**src/rtl/l2_arbiter.sv**
```systemverilog
// l2_arbiter: round-robin arbiter that shares one L2 cache port
// between the instruction-side and data-side L1 miss paths.
module l2_arbiter (
  input  logic         clk,
  input  logic         reset_n,
  input  logic         i_mem_read,
  input  logic         i_mem_write,
  input  logic [15:0]  i_mem_address,
  input  logic [127:0] i_mem_wdata,
  output logic         i_mem_resp,
  output logic [127:0] i_mem_rdata,
  input  logic         d_mem_read,
  input  logic         d_mem_write,
  input  logic [15:0]  d_mem_address,
  input  logic [127:0] d_mem_wdata,
  output logic         d_mem_resp,
  output logic [127:0] d_mem_rdata,
  output logic         l2_mem_read,
  output logic         l2_mem_write,
  output logic [15:0]  l2_mem_address,
  output logic [127:0] l2_mem_wdata,
  input  logic         l2_mem_resp,
  input  logic [127:0] l2_mem_rdata,
  output logic [15:0]  conflict_count
);

  typedef enum logic [1:0] {
    IDLE    = 2'd0,
    SERVE_I = 2'd1,
    SERVE_D = 2'd2
  } state_t;

  state_t      state_q;
  state_t      state_d;
  logic        last_grant_q;
  logic [15:0] conflict_q;
  logic        i_req;
  logic        d_req;
  logic        both_req;
  logic        i_only;
  logic        d_only;
  logic        arb_conflict;

  assign i_req    = i_mem_read | i_mem_write;
  assign d_req    = d_mem_read | d_mem_write;
  assign both_req = i_req & d_req;
  assign i_only   = i_req & ~d_req;
  assign d_only   = d_req & ~i_req;

  assign arb_conflict = (state_q == IDLE) & both_req;

  always_ff @(posedge clk or negedge reset_n) begin
    if (!reset_n) begin
      state_q      <= IDLE;
      last_grant_q <= 1'b1;
      conflict_q   <= '0;
    end else begin
      state_q <= state_d;
      if (state_q == IDLE && state_d == SERVE_I)
        last_grant_q <= 1'b0;
      if (state_q == IDLE && state_d == SERVE_D)
        last_grant_q <= 1'b1;
      if (arb_conflict && conflict_q != 16'hFFFF)
        conflict_q <= conflict_q + 16'd1;
    end
  end

  always_comb begin
    state_d = state_q;
    unique case (state_q)
      IDLE: begin
        unique case (1'b1)
          both_req: state_d = last_grant_q ? SERVE_I : SERVE_D;
          i_only:   state_d = SERVE_I;
          d_only:   state_d = SERVE_D;
          default:  state_d = IDLE;
        endcase
      end
      SERVE_I: if (l2_mem_resp) state_d = IDLE;
      SERVE_D: if (l2_mem_resp) state_d = IDLE;
      default: state_d = IDLE;
    endcase
  end

  // Port I values sit on the L2 bus while idle; strobes stay low.
  always_comb begin
    l2_mem_read    = 1'b0;
    l2_mem_write   = 1'b0;
    l2_mem_address = i_mem_address;
    l2_mem_wdata   = i_mem_wdata;
    i_mem_resp     = 1'b0;
    d_mem_resp     = 1'b0;
    unique case (state_q)
      SERVE_I: begin
        l2_mem_read  = i_mem_read;
        l2_mem_write = i_mem_write;
        i_mem_resp   = l2_mem_resp;
      end
      SERVE_D: begin
        l2_mem_read    = d_mem_read;
        l2_mem_write   = d_mem_write;
        l2_mem_address = d_mem_address;
        l2_mem_wdata   = d_mem_wdata;
        d_mem_resp     = l2_mem_resp;
      end
      default: ;
    endcase
  end

  assign i_mem_rdata    = l2_mem_rdata;
  assign d_mem_rdata    = l2_mem_rdata;
  assign conflict_count = conflict_q;

endmodule

```
**config.mk**
```make
export PLATFORM = sky130hd
export DESIGN_NAME = l2_arbiter
export DESIGN_NICKNAME = d
export VERILOG_FILES = /design/src/rtl/l2_arbiter.sv
export SDC_FILE = /design/constraint.sdc
export NUM_CORES = 1
export LEC_CHECK = 0
export CORE_AREA = 2 2 326 328
export DETAILED_ROUTE_END_ITERATION = 10
export DIE_AREA = 0 0 328 330
export PLACE_DENSITY = 0.3
export SYNTH_ARGS = -nofsm -noshare
export SYNTH_HDL_FRONTEND = slang
export SYNTH_SLANG_ARGS = --single-unit
```
**constraint.sdc**
```tcl
create_clock -name clk -period 2.5 [get_ports clk]
set_input_delay 0.5 -clock clk [delete_from_list [all_inputs] [get_ports clk]]
set_output_delay 0.5 -clock clk [all_outputs]
set_load 0.03 [all_outputs]
```
==> results.yml <==
floorplanning:
  initial_core_util_pct: 4.49
  design.portCount: 843
  coreArea_mm2: 0.105
  rows: 119
  dieWidth_um: 328
  die-area_mm2: 0.108
  die-height_um: 330
cts:
  worstSkewPairLatency_ps: 260
  root_buffer: "clkbuf_16"
  cts.reportedPaths.clkPinSlew_ps: 70
  numCtsBuffers: 3
  clock-sinks: 19
  htree_levels: 1
  cts_tree: "yes"
  cts_buffer_depth: 2
  hold_buffers: 0
timing:
  maxSlewViolCount: 0
  layout_min_cycle_time_ps: 2480
  clock_skew_ps: 1.99
  finalSetupViolCount: 0
  rsz0062_at_grt: "true"
  setup_ws_ps: 17.1
  final-hold-violation-count: 0
  tightestPinTransition_ps: 536
  setup_tns_ps: 0
  slew_headroom_pct: 64.3
  period_share_pct: 99.3
  max_freq_mhz: 403
min_path:
  whs_endpoint: "conflict_count[8]"
  holdPathStages: 1
  hold_class: "flop to flop"
  hp-start: "conflict_count[8]"
setup_path:
  r2r_end: "conflict_count[10]"
  cp_num_buf_inv: 4
  critPathMaxStageDelay_ps: 400
  rr_startpoint: "state_q[1]"
  critPathRequiredTime_ps: 2000
  setup.worst_path.start_class: "flop"
  r2r_setup_slack_ps: 500
  critical_path_class: "flop to output port"
  path_max_fanout: 55
  cp.arrival_ps: 1980
  crit_slowest_cell: "mux2_2"
  ff2ff_path_depth: 6
  crit_family: "buffers and inverters"
  crit_chain: "inv_2 > ha_4 > buf_16 > buf_8 > mux2_2 > buf_4"
  worst_setup_path_end_kind: "output port"
pwr:
  powerDensity_mw_per_mm2: 751
  power_leakage_uw: 0.00341
  total_power_uw: 7140
  vdd_drop_max_mv: 0.405
synth:
  yosysWarnings: 0
  ys_seq_elements: 19
  synth.distinct_cells: 35
  synth_area_leaders: "buf_4 (41%), mux2_2 (35%), dfrtp_1 (9.6%)"
  synth_largest_area_cell: "buf_4"
  synth_area_per_cell_um2: 9.04
  syn_area_mm2: 0.00470
  synthCells: 520
  yosysSeqAreaShare_pct: 10.1
  synth_top_area_share_pct: 41.1
  syn-num-nets: 948
finish:
  drive_above_1_share_pct: 43.6
  syn2layout_area_growth_pct: 102
  regArea_um2: 477
  fillCellCount: 12100
  antenna_cells: 0
  fin_area_mm2: 0.00951
  final_core_util_pct: 9.08
  multi_input_area_mm2: 0.00235
  nets: 1165
placement:
  dp_slack_ps: 8.89
  finalWeightedCongestion: 0.850
  portBuffers: 458
  place_area_mm2: 0.00932
  dp_hpwl_um: 33500
global_route:
  grt_pass1_wl_um: 46500
  globalRouteTotalUtil_pct: 6.60
  grt_pass1_vias: 4948
  gr-total-overflow: 0
  antenna_found_initial: 4
  grt_max_degree: 56
status:
  status: "finished, final reports clean"
routing:
  routed_via_density: 2.10
  drtAntennaViolNets: 0
  drc: 0
  via_count: 4477
  wire_per_inst_um: 18.2
  drt_iter0_markers: 60
  totalWireLength_um: 38700
  dr.pass1.iters: 4
job:
  drv_cap: 0
## cells in the final DEF (no fill, tap or decap), drive strengths merged, types with 2 or more instances in the layout
master         count
a21oi              3
a22oi              2
and2               2
and3               4
and4               4
buf              118
clkbuf            48
clkdlybuf4s15      7
clkdlybuf4s50    311
dfrtp             18
dlygate4sd2        3
ha                 5
inv                3
mux2             146
nand2              9
nand3              5
nand4              4
nor2               4
nor2b              4
nor3               6
nor3b              2
o221ai             3
xnor2              5
xor2               9
## Yosys cell counts (all sizes together)
cell / number
buf: 271
mux2: 146
dfrtp: 18
nand2: 9
xor2: 9
nor3: 6
ha: 5
nand3: 5
xnor2: 5
and3: 4
and4: 4
nand4: 4
nor2: 4
nor2b: 4
a21oi: 3
inv: 3
o221ai: 3
a22oi: 2
and2: 2
clkbuf: 2
nor3b: 2
a31oi: 1
a41oi: 1
and3b: 1
dfstp: 1
nand3b: 1
nand4b: 1
nor4: 1
o21ai: 1
or3: 1
## cell type report
type	instances	share of cell area, %
flip-flops and latches	19	5.01
clock inverters	1	0.0526
clock buffers	3	0.789
well taps	1391	18.3
repair buffers	485	51.0
inverters	3	0.118
multi-input cells	225	24.8
## metal layers
metal	vias up	wire, µm	share of wire [%]	global-route usage (%)
met4	0	1360	3.5	2.23
met3	101	9360	24	7.34
met5	-	0	0	0
met2	471	16100	42	9.85
li1	1941	-	-	-
met1	1964	11900	31	5.72
## repair_timing
item | 4_1_cts | 5_1_grt
endpoints found under the setup margin | 137 | 122
gates resized for setup | 189 | 139
pin swaps | 0 | 0
buffers inserted | 4 | 2
gates cloned | 3 | 3
## cells by family after synthesis
group	Yosys count	synth area share, %
flip-flops	19	10.1
adder cells (fa/ha/maj)	5	1.33
buffers and inverters	276	42.9
AND/OR/NAND/NOR	49	6.26
multiplexers	146	35.0
XOR/XNOR	14	2.61
AO/OA/AOI/OAI	11	1.76
## per-stage QoR
| step | cells | hold WS [ps] |
|---|---|---|
| 3_3_place_gp | 2111 | 491 |
| 6_report | 2127 | 499 |
| 2_1_floorplan | 520 | 204 |
| 5_1_grt | 2127 | 521 |
| 3_5_place_dp | 2111 | 486 |
| 4_1_cts | 2122 | 508 |
## how the worst max path moves through the flow
stage | from | to | slack, ps | cells past startpoint
floorplan | state_q[0] | l2_mem_address[10] | 380 | 5
CTS | state_q[0] | l2_mem_wdata[44] | -100 | 7
detailed placement | state_q[0] | l2_mem_wdata[29] | 9 | 5
global placement | state_q[0] | l2_mem_wdata[29] | 7 | 5
finish | state_q[0] | l2_mem_address[11] | 20 | 6
global route | state_q[0] | l2_mem_address[11] | -50 | 6
## state kept, by name (all words and copies together), names as in the netlist
register,cells
state_q,2
last_grant_q,1
conflict_count,16
## power by group
group	switching [µW]	total, µW	internal [µW]
combinational	3450	6290	2850
clock	151	367	216
sequential	93.6	476	382
## worst reg2reg max path: stages (launching register included)
cell      delay (ps)
dfrtp_1          440
inv_1            100
ha_1             250
o221ai_2         260
nor2_1           310
and3_1           200
mux2_2           320
No activity file was read; power rests on OpenSTA's default activity.
